<file path="src/rtl/dmem_bus_bridge.sv">
// Bridges the LSU's single-cycle data-memory port onto a req/gnt/rvalid memory bus.
// Freezes the core with stall until the access completes or times out.
`timescale 1ns/1ps
module dmem_bus_bridge #(
  parameter int unsigned TIMEOUT   = 64,
  parameter logic [31:0] ERR_RDATA = 32'h0000_0000
) (
  input  logic        clk,
  input  logic        rst_n,
  input  logic        cs,
  input  logic        wr,
  input  logic [3:0]  mask,
  input  logic [31:0] addr,
  input  logic [31:0] data_wr,
  output logic [31:0] data_rd,
  output logic        stall,
  output logic        err,
  output logic        mem_req,
  output logic        mem_we,
  output logic [3:0]  mem_be,
  output logic [31:0] mem_addr,
  output logic [31:0] mem_wdata,
  input  logic        mem_gnt,
  input  logic        mem_rvalid,
  input  logic [31:0] mem_rdata,
  output logic [1:0]  o_dbg_state
);

  // Encoding is visible on o_dbg_state: 0 IDLE, 1 REQ, 2 WAIT, 3 DONE.
  typedef enum logic [1:0] {
    IDLE = 2'd0,
    REQ  = 2'd1,
    WAIT = 2'd2,
    DONE = 2'd3
  } state_t;

  localparam logic [7:0] TIMEOUT_LAST = 8'(TIMEOUT - 1);

  state_t      r_state;
  state_t      w_next;
  logic [7:0]  r_cnt;
  logic [31:0] r_data_rd;
  logic        r_err;
  logic        r_mem_we;
  logic [3:0]  r_mem_be;
  logic [31:0] r_mem_addr;
  logic [31:0] r_mem_wdata;

  logic w_start;
  logic w_busy;
  logic w_complete;
  logic w_abort;
  logic w_unused_addr_lsbs;

  assign w_busy     = (r_state == REQ) || (r_state == WAIT);
  assign w_complete = (r_state == WAIT) && mem_rvalid;
  // A completion on the last allowed cycle beats the timeout.
  assign w_abort    = w_busy && (r_cnt == TIMEOUT_LAST) && !w_complete;

  // Byte lanes are chosen by mask; the low address bits carry no information here.
  assign w_unused_addr_lsbs = ^addr[1:0];

  always_comb begin
    w_next  = r_state;
    w_start = 1'b0;
    case (r_state)
      IDLE: begin
        if (!cs) begin
          if (wr || (mask != 4'b0000)) begin
            w_next  = REQ;
            w_start = 1'b1;
          end else begin
            w_next = DONE;
          end
        end
      end
      REQ: begin
        if (w_abort)      w_next = DONE;
        else if (mem_gnt) w_next = WAIT;
      end
      WAIT: begin
        if (w_complete || w_abort) w_next = DONE;
      end
      DONE:    w_next = IDLE;
      default: w_next = IDLE;
    endcase
  end

  always_ff @(posedge clk or negedge rst_n) begin
    if (!rst_n) begin
      r_state     <= IDLE;
      r_cnt       <= 8'd0;
      r_data_rd   <= 32'd0;
      r_err       <= 1'b0;
      r_mem_we    <= 1'b0;
      r_mem_be    <= 4'b0000;
      r_mem_addr  <= 32'd0;
      r_mem_wdata <= 32'd0;
    end else begin
      r_state <= w_next;
      r_err   <= w_abort;
      if (w_start)     r_cnt <= 8'd0;
      else if (w_busy) r_cnt <= r_cnt + 8'd1;
      if (w_start) begin
        r_mem_we    <= ~wr;
        r_mem_be    <= wr ? 4'b1111 : mask;
        r_mem_addr  <= {addr[31:2], 2'b00};
        r_mem_wdata <= data_wr;
      end
      // Stores never touch data_rd; the in-flight direction is held in r_mem_we.
      if (!r_mem_we) begin
        if (w_complete)   r_data_rd <= mem_rdata;
        else if (w_abort) r_data_rd <= ERR_RDATA;
      end
    end
  end

  assign stall       = ((r_state == IDLE) && !cs) || w_busy;
  assign mem_req     = (r_state == REQ);
  assign mem_we      = r_mem_we;
  assign mem_be      = r_mem_be;
  assign mem_addr    = r_mem_addr;
  assign mem_wdata   = r_mem_wdata;
  assign data_rd     = r_data_rd;
  assign err         = r_err;
  assign o_dbg_state = r_state;

endmodule

</file>
<file path="config.mk">
export PLATFORM = sky130hd
export DESIGN_NAME = dmem_bus_bridge
export DESIGN_NICKNAME = d
export VERILOG_FILES = /design/src/rtl/dmem_bus_bridge.sv
export SDC_FILE = /design/constraint.sdc
export NUM_CORES = 1
export LEC_CHECK = 0
export BUFFER_PORTS_ARGS = -buffer_cell sky130_fd_sc_hd__buf_2
export CORE_ASPECT_RATIO = 0.5
export CORE_MARGIN = 5
export CORE_UTILIZATION = 37
export CTS_CLUSTER_SIZE = 40
export DETAILED_ROUTE_END_ITERATION = 8
export PLACE_DENSITY_LB_ADDON = 0.15
export SLEW_MARGIN = 40
export SYNTH_ARGS = -nofsm -noshare
export SYNTH_HDL_FRONTEND = slang
export SYNTH_SLANG_ARGS = --single-unit
</file>
<file path="constraint.sdc">
create_clock -name clk -period 2.2 [get_ports clk]
set_input_delay 0.11 -clock clk [delete_from_list [all_inputs] [get_ports clk]]
set_output_delay 0.11 -clock clk [all_outputs]
set_load 0.03 [all_outputs]
</file>
# ---- Yosys cells after proc, flatten, opt, wreduce, memory -nomap -nowiden
# Index checks and enable logic that the tools add are counted.
dict set report classes {
  addsub 1
  eq_ne 7
  n_mux 14
  bitwise 2
  reduce_logical 16
}
# operator count
set ops {}
lappend ops {{2-to-1 mux 32 bit} 2}
lappend ops {{2-to-1 mux 8 bit} 2}
lappend ops {{2-to-1 mux 2 bit} 5}
lappend ops {{adder 8 x 1 -> 8 bit, second input constant} 1}
lappend ops {{equality test 8 x 6 -> 1 bit, second input constant} 1}
lappend ops {{one-hot mux 2 bit (4 select lines)} 1}
lappend ops {{equality test 2 bit, second input constant} 2}
lappend ops {{logical AND 1 bit} 4}
lappend ops {{logical OR 1 bit} 4}
lappend ops {{2-to-1 mux 4 bit} 1}
lappend ops {{nonzero test 2 bit} 2}
lappend ops {{nonzero test 4 bit} 1}
lappend ops {{2-to-1 mux 1 bit} 3}
lappend ops {{inequality test 3 x 1 -> 1 bit, second input constant} 1}
lappend ops {{AND reduction 3 bit} 1}
lappend ops {{equality test 2 x 1 -> 1 bit, second input constant} 1}
lappend ops {{zero test 1 bit} 2}
lappend ops {{zero test 2 bit} 1}
lappend ops {{inequality test 2 x 1 -> 1 bit, second input constant} 1}
lappend ops {{inequality test 2 bit, second input constant} 1}
lappend ops {{inverter 1 bit} 2}
lappend ops {{AND reduction 2 bit} 1}
dict set report word_totals {
  register_bits 110
  input_bits 106
  output_inout_bits 106
  wordCells 48
}

# ---- Longest topological paths before layout
dict set report logic_depth {
  ltp_word 7
  mapped_depth 8
  depth_no_buf 6
}

# ---- Worst setup path after synthesis
# Ideal clock, no wire load.
dict set report synth_timing {
  path_type {register to register}
  startpoint {register r_state[0] (netlist: o_dbg_state[0])}
  endpoint {register r_data_rd[10] (netlist: data_rd[10])}
  setup_time_ns 0.121
  t_arrival_ns 1.965
  required_time_ns 2.079
  setup_slack_ns 0.114
  stages_incl_launch_ff 8
  path_buffers 1
  synth_period_minus_slack_ns 2.086
  cell_sequence {dfrtp_1 inv_1 ha_1 and3_4 nand3_4 a21o_4 buf_6 a22o_1}
}
dict set report synth_via {
  elab_chain_len 6
  word_cells_on_any_way 10
  cone_classes {2 x eq/ne; 1 x mux; 7 x reduce/logical}
}
# item line
set synth_rtl {}
lappend synth_rtl {{start: declaration} 39} ;# state_t r_state;
lappend synth_rtl {{start signal: assignment} 100} ;# r_state <= w_next;
lappend synth_rtl {{equality test 2 x 1 -> 1 bit or equality test 2 bit (tied branches)} {55, 56}}
lappend synth_rtl {{logical OR 1 bit or logical AND 1 bit (tied branches)} {55, 56}}
lappend synth_rtl {{logical AND 1 bit or zero test 1 bit (tied branches)} 58} ;# assign w_abort = w_busy && (r_cnt == TIMEOUT_LAST) && !w_complete;
lappend synth_rtl {{logical AND 1 bit} 58}
lappend synth_rtl {{nonzero test 2 bit (no line)} --}
lappend synth_rtl {{AND reduction 2 bit (no line)} --}
lappend synth_rtl {{end signal: assignment} 112} ;# if (w_complete) r_data_rd <= mem_rdata;
lappend synth_rtl {{end: declaration} 42} ;# logic [31:0] r_data_rd;
# Several ways; a longest one is shown, not always the timed one.
# A chain may end at the register's enable or synchronous reset.

# ---- Final worst setup path
dict set report layout_timing {
  startpoint {register r_state[0] (netlist: o_dbg_state[0])}
  endpoint {register r_data_rd[5] (netlist: data_rd[5])}
}
# The elaborated chain is that of the path after synthesis.

==> out/qor.yml <==
pwr:
  total_power_mw: 10.1
  p_leak_nw: 3.29
  power.density_nw_per_um2: 1490
  peakVddDrop_v: 0.000630
worst_setup_path:
  timing.rr.end: "data_rd[5]$_DFFE_PN0P_"
  endpoint_kind: "flip-flop"
  start_kind: "flip-flop"
  worstSetupPathType: "flip-flop to flip-flop"
  r2r-start: "o_dbg_state[0]$_DFFE_PN0P_"
  critical_path_required_ns: 2.42
  arrival_ns: 2.11
  rrSetupSlack_ns: 0.32
  r2r_cells: 6
  crit_fanout: 32
timing:
  report.final.slew_viol_count: 0
  fin_skew_ns: 0.00651
  worstMarginPinSlew_ns: 0.544
  slew_headroom: 0.637
  rsz0062_at_grt: "no"
  timing.final.crit_share: 0.857
  setup_violations: 0
  setup_tns_ns: 0
  fin_crit_ns: 1.88
  max_clock_freq_ghz: 0.531
  finalHoldViolCount: 0
  setup_slack_ns: 0.315
min_path:
  hold_end: "mem_addr[3]$_DFFE_PN0P_"
  min_path_cells: 2
  hp-start: "addr[3]"
  min_path_type: "input pin to flip-flop"
placement:
  dp_slack_ns: 0.305
  place.gp.congestion: 0.713
  place.detailed.instances: 653
  dpl.hpwl_um: 7510
  portBuffers: 207
yosys:
  yosysTopAreaCell: "dfrtp_1"
  synth_edf_count: 0
  ys_types: 33
  ys_seq_elements: 110
  synth.top_cells.by_count: "dfrtp_1, mux2_2, a22o_1"
  synth-main-ff-cell: "dfrtp_1"
  ys_seq_area_frac: 0.640
  ys_async_sr_fraction: 1.00
  synthesis.area_um2: 4300
  synth.most_common_cell: "dfrtp_1"
  syn_area_per_cell_um2: 14.6
  synth_area_leaders: "dfrtp_1, mux2_2, a22o_1, mux2_1, ha_1"
  yosysTopAreaCellShare: 0.640
  ys_warn_count: 0
  syn_inst: 294
die:
  start_util: 0.384
  ioPinCount: 212
  die-height_um: 86.2
  die_w_um: 162
  num_rows: 27
  core_um2: 11200
  fp.dieArea_um2: 14000
status:
  status: "completed"
cts:
  clock_latency_ns: 0.34
  htreeDepth: 3
  root_buffer: "clkbuf_16"
  cts_made_buffers: 9
  clkSinkCount: 110
  clk_path_buf_depth: 2
  clk_pin_slew_ns: 0.07
  cts_hold_buf: 88
  cts_tree: "built"
  post_cts_buffers: 0
  cts_resized: 0
route:
  drt-total-wl_um: 11400
  highest_layer: "met4"
  wire_per_inst_um: 15.0
  vias: 3443
  wl_met3_um: 736
  drc: 0
  first_pass_iters: 4
  vias_per_cell: 4.54
  wl_met1_um: 4560
  routed-wl-met2_um: 5830
  drtAntennaViolNets: 0
  drtIter0Drc: 152
final_layout:
  fillers: 900
  fin_cells: 759
  drive_gt1_frac: 0.481
  nNetsFinal: 705
  areaGrowthSynthToFinish_pct: 56.6
global_route:
  antenna_found_initial: 0
  overflow: 0
  grt_pass1_wl_um: 18800
  grt_max_degree: 69
  grt_usage: 0.167
  grt_pass1_vias: 3759
job:
  maxCapViolCount: 0
kinds of logic after synthesis:
logic type	share of synthesized area
simple gates	0.0405
other cells	0.000872
xor+xnor	0.0122
fa+ha+maj	0.0146
flops	0.640
compound gates	0.0914
mux	0.170
buf+inv	0.0306
registers in the layout, indices dropped and copies added, names as in the netlist:
name and cells:
data_rd 32, err 1, mem_addr 30, mem_be 4
mem_we 1, o_dbg_state 2, mem_wdata 32, r_cnt 8
through the flow:
step	util	instance area, um2	hold WS, ns
CTS	0.601	6720	0.000154
global route	0.602	6730	0.000821
detailed placement	0.495	5530	0.00614
global placement	0.495	5530	0.00342
floorplan	-	4300	-0.186
finish	0.602	6730	0.0143
worst max-delay path, cell delays in order, from the launching register on:
cell and delay (ns):
dfrtp_1 0.41, inv_1 0.10, ha_1 0.32, and3_4 0.21
nand3_4 0.10, a21o_4 0.35, a22o_1 0.28
layout make-up:
class                      instances  area [um2]  share of cell area
sequential                       110        2750               0.409
antenna                            1        2.50            0.000372
clock inverter                     4        53.8             0.00799
multi-input combinational        162        1430               0.212
clock buffer                      12         256              0.0381
tap                              159         199              0.0295
inverter                           7        26.3             0.00390
timing repair buffer             304        2010               0.299
power by group:
group          internal (mW)  leakage [nW]  switching [mW]
registers               2.97          1.33           0.494
logic                   1.82          1.81            3.12
clock network          0.950         0.145           0.708
total                   5.74          3.29            4.32
worst max path at each step:
stage / end / slack [ns] / cells past startpoint / startpoint
after detailed placement: data_rd[24]$_DFFE_PN0P_ / 0.30 / 6 / o_dbg_state[0]$_DFFE_PN0P_
after global placement: data_rd[13]$_DFFE_PN0P_ / 0.33 / 6 / o_dbg_state[1]$_DFFE_PN0P_
final: data_rd[5]$_DFFE_PN0P_ / 0.32 / 6 / o_dbg_state[0]$_DFFE_PN0P_
after CTS: data_rd[13]$_DFFE_PN0P_ / 0.30 / 6 / o_dbg_state[0]$_DFFE_PN0P_
after floorplan: data_rd[10]$_DFFE_PN0P_ / 0.11 / 7 / o_dbg_state[0]$_DFFE_PN0P_
after global routing: data_rd[3]$_DFFE_PN0P_ / 0.22 / 6 / o_dbg_state[0]$_DFFE_PN0P_
per-layer routing:
layer,GRT usage,vias to the layer above
met5,0,-
met4,0.0645,0
met3,0.0432,19
met2,0.300,124
met1,0.193,1653
li1,-,1647
layout by cell type (no fill, tap or decap), types with 7 or more instances in the layout:
master | netlist | routed
nor2_1 | 16 | 15
buf_2 | 6 | 206
a22o_1 | 32 | 32
nand2_1 | 9 | 9
inv_1 | 7 | 7
clkbuf_16 | 0 | 9
a21oi_1 | 7 | 7
mux2_1 | 11 | 11
dlygate4sd3_1 | 0 | 89
dfrtp_1 | 110 | 110
mux2_2 | 52 | 52
buf_4 | 4 | 7
No activity file was read; power rests on OpenSTA's default activity.
